## config.mk

```make
export PLATFORM = sky130hd
export DESIGN_NAME = cache_ctrl_fsm
export DESIGN_NICKNAME = d
export VERILOG_FILES = /design/src/rtl/cache_ctrl_fsm.sv
export SDC_FILE = /design/constraint.sdc
export NUM_CORES = 1
export LEC_CHECK = 0
export ABC_CLOCK_PERIOD_IN_PS = 5100
export BUFFER_PORTS_ARGS = -buffer_cell sky130_fd_sc_hd__buf_4
export CORE_UTILIZATION = 30
export DETAILED_ROUTE_END_ITERATION = 7
export HOLD_SLACK_MARGIN = 0.05
export PLACE_DENSITY = 0.52
export SETUP_SLACK_MARGIN = 0.02
export SLEW_MARGIN = 10
export SYNTH_ARGS = -nofsm -noshare
export SYNTH_HDL_FRONTEND = slang
export SYNTH_SLANG_ARGS = --single-unit
```

## constraint.sdc

```tcl
create_clock -name CLK -period 5.1 [get_ports CLK]
set_input_delay 0.255 -clock CLK [delete_from_list [all_inputs] [get_ports CLK]]
set_output_delay 0.255 -clock CLK [all_outputs]
set_load 0.02 [all_outputs]
```

## src/rtl/cache_ctrl_fsm.sv

```systemverilog
// Write-back, write-allocate cache controller: hit/miss sequencing, victim writeback,
// word-serial line refill and saturating hit/miss performance counters.
//
// state     | meaning
// ----------+--------------------------------------------------------------
// COMPARE   | tag check; hits complete in zero cycles, misses start a refill
// WRITEBACK | streaming dirty victim words to memory
// ALLOCATE  | streaming refill words from memory into the victim way
// FILL_DONE | mark victim valid/clean, then replay the access in COMPARE
module cache_ctrl_fsm #(
    parameter int WORDS_PER_LINE = 4,
    parameter int CNT_W          = 16,
    localparam int IDX_W         = $clog2(WORDS_PER_LINE)
) (
    input  logic             CLK,
    input  logic             RST,
    input  logic             req_valid,
    input  logic             req_we,
    input  logic             hit,
    input  logic             victim_dirty,
    input  logic             mem_ready,
    output logic             pc_stall,
    output logic             mem_rd,
    output logic             mem_wr,
    output logic [IDX_W-1:0] word_idx,
    output logic             update,
    output logic             refill_done,
    output logic             set_dirty,
    output logic             lru_update,
    output logic [CNT_W-1:0] hit_cnt,
    output logic [CNT_W-1:0] miss_cnt
);

    typedef enum logic [1:0] {COMPARE, WRITEBACK, ALLOCATE, FILL_DONE} state_t;

    localparam logic [IDX_W-1:0] LAST_WORD = IDX_W'(WORDS_PER_LINE - 1);
    localparam logic [CNT_W-1:0] CNT_MAX   = {CNT_W{1'b1}};

    state_t           state, state_nxt;
    logic [IDX_W-1:0] word_idx_nxt;
    logic             last_word;
    logic             access_hit;
    logic             access_miss;

    assign last_word   = (word_idx == LAST_WORD);
    assign access_hit  = (state == COMPARE) && req_valid && hit;
    assign access_miss = (state == COMPARE) && req_valid && !hit;

    always_ff @(posedge CLK or posedge RST) begin
        if (RST) begin
            state    <= COMPARE;
            word_idx <= '0;
        end else begin
            state    <= state_nxt;
            word_idx <= word_idx_nxt;
        end
    end

    always_comb begin
        state_nxt    = state;
        word_idx_nxt = word_idx;
        case (state)
            COMPARE: begin
                if (access_miss) begin
                    word_idx_nxt = '0;
                    state_nxt    = victim_dirty ? WRITEBACK : ALLOCATE;
                end
            end
            WRITEBACK: begin
                if (mem_ready) begin
                    if (last_word) begin
                        word_idx_nxt = '0;
                        state_nxt    = ALLOCATE;
                    end else begin
                        word_idx_nxt = word_idx + IDX_W'(1);
                    end
                end
            end
            ALLOCATE: begin
                if (mem_ready) begin
                    if (last_word) begin
                        word_idx_nxt = '0;
                        state_nxt    = FILL_DONE;
                    end else begin
                        word_idx_nxt = word_idx + IDX_W'(1);
                    end
                end
            end
            FILL_DONE: state_nxt = COMPARE;
            default:   state_nxt = COMPARE;
        endcase
    end

    // Strobes are forced low while RST is high so memory traffic stops without waiting for a clock.
    always_comb begin
        pc_stall    = 1'b0;
        mem_rd      = 1'b0;
        mem_wr      = 1'b0;
        update      = 1'b0;
        refill_done = 1'b0;
        set_dirty   = 1'b0;
        lru_update  = 1'b0;
        if (!RST) begin
            case (state)
                COMPARE: begin
                    pc_stall   = access_miss;
                    lru_update = access_hit;
                    set_dirty  = access_hit && req_we;
                end
                WRITEBACK: begin
                    pc_stall = 1'b1;
                    mem_wr   = 1'b1;
                end
                ALLOCATE: begin
                    pc_stall = 1'b1;
                    mem_rd   = 1'b1;
                    update   = mem_ready;
                end
                FILL_DONE: begin
                    pc_stall    = 1'b1;
                    refill_done = 1'b1;
                end
                default: pc_stall = 1'b0;
            endcase
        end
    end

    always_ff @(posedge CLK or posedge RST) begin
        if (RST) begin
            hit_cnt  <= '0;
            miss_cnt <= '0;
        end else begin
            if (access_hit && (hit_cnt != CNT_MAX))
                hit_cnt <= hit_cnt + CNT_W'(1);
            if (access_miss && (miss_cnt != CNT_MAX))
                miss_cnt <= miss_cnt + CNT_W'(1);
        end
    end

endmodule
```

==> results of run 1 <==
layer usage:
layer	global-route usage, %	vias to the layer above	wire length [µm]
li1	-	791	-
met1	19.8	752	2170
met2	19.8	41	1970
met3	3.74	4	223
met4	4.16	0	39
met5	0	-	0
final timing paths:
path	from	to	cells past startpoint
max in group asynchronous	RST	miss_cnt[3]	3
hold / removal	RST	miss_cnt[9]	3
min in group CLK	victim_dirty	state[0]	3
setup reg to reg	state[0]	hit_cnt[11]	6
setup / recovery	state[0]	hit_cnt[11]	6
hold reg to reg	hit_cnt[15]	hit_cnt[15]	1
metrics by stage:
step | setup slack (ps) | util [%] | instance area, µm²
final | 2990 | 39.7 | 2570
after global routing | 2770 | 39.7 | 2570
after CTS | 2980 | 39.7 | 2570
after detailed placement | 2980 | 38.2 | 2470
after global placement | 3070 | 38.2 | 2470
after floorplan | 3190 | - | 2040
state kept, by name (all words and copies together), names as in the netlist:
register  count
miss_cnt     16
hit_cnt      16
word_idx      2
state         2
final cells by class:
class                           instances  area share, %
Clock buffer                            7           3.75
Timing Repair Buffer                   48           14.0
Inverter                                6          0.878
Tap cell                               77           3.75
Sequential cell                        36           35.1
Multi-Input combinational cell        143           42.5
layout by cell type (no fill, tap or decap), types with 4 or more instances in the layout:
master,instances
a21oi_1,7
and3_1,6
and4_1,4
buf_4,48
clkbuf_8,7
dfrtp_1,36
ha_1,10
inv_1,6
nand2_1,9
nand3_1,15
nand4_1,10
nor2_1,11
nor2b_1,4
nor3_1,5
xnor2_1,4
xor2_1,18
power groups by stage:
stage	combinational [µW]	sequential, µW	clock, µW
final	357	388	219
after global routing	396	399	242
after CTS	362	389	229
after detailed placement	358	394	0
after global placement	360	392	0
after floorplan	198	426	0
cell families (layout without fill, tap and decap cells):
logic type / count (synthesis) / count (layout) / share of synthesized area [%]
xor gates and xnor gates: 22 / 22 / 9.44
AOI/OAI and AO/OA: 18 / 18 / 5.95
DFF: 36 / 36 / 44.1
adders and majority gates: 10 / 10 / 6.13
and+or+nand+nor: 84 / 84 / 27.1
muxes: 9 / 9 / 4.78
buffers and inverters: 9 / 61 / 2.45
critical path, cell delays in order, from the launching register on:
cell and delay [ps]:
dfrtp_1 420, inv_1 160, ha_1 340, nand3_2 230
nor4_4 380, nand4_1 140, mux2_1 320
==> results.json, run 1 <==
{
  "drive_gt1_share_pct": 29.2,
  "drt-total-wl_um": 4400,
  "detail_route.drc_violations": 6,
  "synthTopCellsByCount": "dfrtp_1, xor2_1, nand3_1",
  "cts.htree.levels": 2,
  "num_rows": 29,
  "clock_insertion_delay_worst_skew_ps": 280,
  "area_delta_synth_final_pct": 25.8,
  "ioPinCount": 48,
  "initial_utilization_pct": 31.6,
  "finalNonFillerCells": 317,
  "timing.final.setup_violations": 0,
  "vdd_ir_drop_max_uv": 226,
  "worst_relative_slew_slack_pct": 65.3,
  "fmax_mhz": 474,
  "track_usage_pct": 13.6,
  "synth_edf_count": 0,
  "average_cell_area_after_synthesis_um2": 10.9,
  "clock_tree.root_cell": "clkbuf_8",
  "timing_hold_violations_final": 0,
  "die_h_um": 84.5,
  "synth_cell_type_count": 39,
  "post_cts_resized": 0,
  "post_cts_setup_buffer_count": 0,
  "portion_of_total_power_attributed_to_the_clock_network_pct": 22.7,
  "globalplace.congestion": 0.805,
  "power.internal_uw": 611,
  "totalPowerFinal_uw": 963,
  "detailed_place_hpwl_um": 3290,
  "ys_async_sr_fraction_pct": 100,
  "cts-hold-fix-buffers": 0,
  "seq_area_frac_synth_pct": 44.1,
  "floorplan.core_area_um2": 6460,
  "syn_area_um2": 2040,
  "power.switching_uw": 353,
  "synth.most_common_cell": "dfrtp_1",
  "detail_route.vias_per_cell": 5.01,
  "ff_latch_area_um2": 901,
  "diodes": 0,
  "maximum_number_of_pins_on_one_net_before_global_route_repair": 37,
  "power.sequential.fraction_pct": 40.2,
  "worst_ep_required_time_ps": 5270,
  "syn_nets": 205,
  "multi_input_comb_area_um2": 1090,
  "cts_inserted_buffers": 5,
  "tightestPinTransition_ps": 516,
  "maxSlewViolCount": 0,
  "routed-via-count": 1588,
  "grt_setup_unrepaired": "false",
  "min-delay-path-class": "in2async",
  "outcome": "complete, but fails checks",
  "io_buffers": 47,
  "place_inst": 310,
  "ys_ff_latch": 36,
  "grt-ovfl-total": 0,
  "cts_tree": "built",
  "finish.net_count": 257,
  "period_share_pct": 41.3,
  "wire_length_of_the_first_global_routing_pass_um": 7730,
  "cp_data_arrival_time_ps": 2270,
  "cellPowerDensity_nw_per_um2": 375,
  "r2r_setup_slack_ps": 2990,
  "most_used_dff_post_synth": "dfrtp_1",
  "ys_warn_count": 0,
  "drt_iter0_markers": 92,
  "grt_antenna_before_repair": 0,
  "post_drt_wl_per_cell_um": 13.9,
  "p_leak_uw": 0.00129,
  "setup.worst_path.end_class": "flip-flop",
  "critPathLaunchType": "flip-flop",
  "netlist_instances": 188,
  "cts.clk_slew.worst_paths_ps": 70,
  "tritoncts_num_sinks": 36,
  "synth.top_cells.by_area": "dfrtp_1, xor2_1, ha_1",
  "max_cap_viol_count": 0,
  "path_class": "reg2reg",
  "die-width_um": 84.5,
  "timing.critical_path.fanout_max": 7,
  "combinationalPowerShare_pct": 37.0,
  "final.setup_skew_ps": 1.63,
  "detail_route.first_pass.iterations": 8,
  "violations": "DRC",
  "power.share.switching_pct": 36.6,
  "cts-root-to-sink-buffers": 2,
  "route.antenna.remaining_nets": 0,
  "grt_pass1_vias": 1528,
  "fin_setup_tns_ps": 0,
  "hold_slack_ps": 176,
  "fp.dieArea_um2": 7140,
  "fillerInstances": 650,
  "yosysTopAreaCellShare_pct": 44.1,
  "final_period_minus_worst_setup_slack_ps": 2110,
  "synth_largest_area_cell": "dfrtp_1"
}
(Power assumes the default switching activity.)
==> run 2, diff against run 1 <==
--- a/config.mk
+++ b/config.mk
@@ -5,7 +5,7 @@
 export SDC_FILE = /design/constraint.sdc
 export NUM_CORES = 1
 export LEC_CHECK = 0
-export ABC_CLOCK_PERIOD_IN_PS = 5100
+export ABC_CLOCK_PERIOD_IN_PS = 2190
 export BUFFER_PORTS_ARGS = -buffer_cell sky130_fd_sc_hd__buf_4
 export CORE_UTILIZATION = 30
 export DETAILED_ROUTE_END_ITERATION = 7
==> constraint.sdc (replaced) <==
create_clock -name CLK -period 2.19 [get_ports CLK]
set_input_delay 0.1095 -clock CLK [delete_from_list [all_inputs] [get_ports CLK]]
set_output_delay 0.1095 -clock CLK [all_outputs]
set_load 0.02 [all_outputs]
==> results.json, run 2 (same netlist as run 1, synthesis figures left out) <==
{
  "cts.htree.levels": 2,
  "grt_antenna_before_repair": 0,
  "die_h_um": 84.5,
  "final_common_cell": "buf_4",
  "fp.dieArea_um2": 7140,
  "clock_insertion_delay_worst_skew_ps": 290,
  "num_rows": 29,
  "initial_utilization_pct": 31.6,
  "period_share_pct": 90.1,
  "r2r_start": "state[0]",
  "grt_setup_unrepaired": "false",
  "floorplan.core_area_um2": 6460,
  "cts_tree": "built",
  "critPathLaunchType": "flip-flop",
  "track_usage_pct": 13.6,
  "cellPowerDensity_nw_per_um2": 879,
  "area_delta_synth_final_pct": 26.6,
  "worst_relative_slew_slack_pct": 63.8,
  "timing.final.setup_violations": 0,
  "drt_iter0_markers": 56,
  "post_cts_setup_buffer_count": 0,
  "layout_top_registers": "hit_cnt x16, miss_cnt x16",
  "fin_setup_tns_ps": 0,
  "timing_hold_violations_final": 0,
  "tritoncts_num_sinks": 36,
  "final_period_minus_worst_setup_slack_ps": 1970,
  "fmax_mhz": 507,
  "cts-root-to-sink-buffers": 2,
  "tightestPinTransition_ps": 538,
  "io_buffers": 47,
  "detail_route.drc_violations": 3,
  "worst_ep_required_time_ps": 2360,
  "grt_pass1_vias": 1600,
  "cp_data_arrival_time_ps": 2140,
  "setup.worst_path.end_class": "flip-flop",
  "diodes": 0,
  "post_cts_resized": 0,
  "stdcell_area_um2": 2580,
  "clock_tree.root_cell": "clkbuf_8",
  "post_drt_wl_per_cell_um": 14.3,
  "detail_route.first_pass.iterations": 8,
  "die-width_um": 84.5,
  "path_class": "reg2reg",
  "min-delay-path-class": "in2async",
  "launch_point_of_the_critical_path": "state[0]",
  "p_leak_uw": 0.00130,
  "outcome": "complete, but fails checks",
  "finish.net_count": 259,
  "detailed_place_hpwl_um": 3360,
  "worst_r2r_path_depth": 6,
  "cts-hold-fix-buffers": 0,
  "cts.clk_slew.worst_paths_ps": 80,
  "vdd_ir_drop_max_uv": 589,
  "violations": "DRC",
  "layout.cells.most_common_list": "buf_4, dfrtp_1, xor2_1",
  "placed_cell_area_um2": 2480,
  "r2r_setup_slack_ps": 220,
  "maxSlewViolCount": 0,
  "maximum_number_of_pins_on_one_net_before_global_route_repair": 37,
  "route.antenna.remaining_nets": 0,
  "globalplace.congestion": 0.787,
  "cts_inserted_buffers": 5,
  "wire_length_of_the_first_global_routing_pass_um": 7710,
  "grt-ovfl-total": 0,
  "final.setup_skew_ps": 6.59,
  "critPathCapture": "hit_cnt[11]",
  "detail_route.vias_per_cell": 5.14,
  "timing.critical_path.fanout_max": 6,
  "worstReg2RegEnd": "hit_cnt[11]",
  "finalCoreUtilization_pct": 40.0,
  "routed-via-count": 1639,
  "ioPinCount": 48,
  "max_cap_viol_count": 0,
  "drive_gt1_share_pct": 30.2,
  "drt-total-wl_um": 4550
}
## run 2: changes by cell type in the layout (fill, tap and decap cells not counted)
cell	before	now
buf_4	48	50
ha_2	0	1
ha_1	10	9
## run 2: worst min path at each step
| stage | to | slack (ps) | depth (start not counted) | startpoint |
|---|---|---|---|---|
| floorplan | hit_cnt[0] | 280 | 1 | RST |
| global placement | hit_cnt[5] | 370 | 3 | RST |
| detailed placement | hit_cnt[0] | 370 | 3 | RST |
| CTS | hit_cnt[1] | 60 | 3 | RST |
| global route | hit_cnt[0] | 90 | 3 | RST |
| finish | hit_cnt[5] | 30 | 3 | RST |
## run 2: through the flow
step	setup slack, ps	cells	hold slack (ps)	total power [µW]
floorplan	283	188	282	1450
global placement	217	312	367	1760
detailed placement	127	312	372	1760
CTS	129	319	57.0	2290
global route	26.9	319	89.2	2430
finish	218	319	28.4	2270
## run 2: critical path, cell delays in order, from the launching register on
cell and delay, ps:
dfrtp_1 420, inv_1 160, ha_2 290, nand3_2 150, nor4_4 360, nand4_1 150, mux2_1 320
## run 2: cell type report
type,count,area (µm²)
Clock buffer,7,96.3
Fill cell,668,3870
Inverter,6,22.5
Multi-Input combinational cell,143,1090
Sequential cell,36,901
Tap cell,77,96.3
Timing Repair Buffer,50,375
## run 2: per-layer routing
metal	up-vias	track usage [%]	share of wire [%]	wire length [µm]
met5	-	0	0	0
met4	0	4.31	1.3	57
met3	5	3.74	5.7	257
met2	38	21.7	46	2090
met1	799	18.1	47	2140
li1	797	-	-	-
## run 2: power breakdown
group	switching [µW]	total [µW]	internal, µW
Clock	242	523	281
Combinational	459	842	383
Sequential	136	906	769
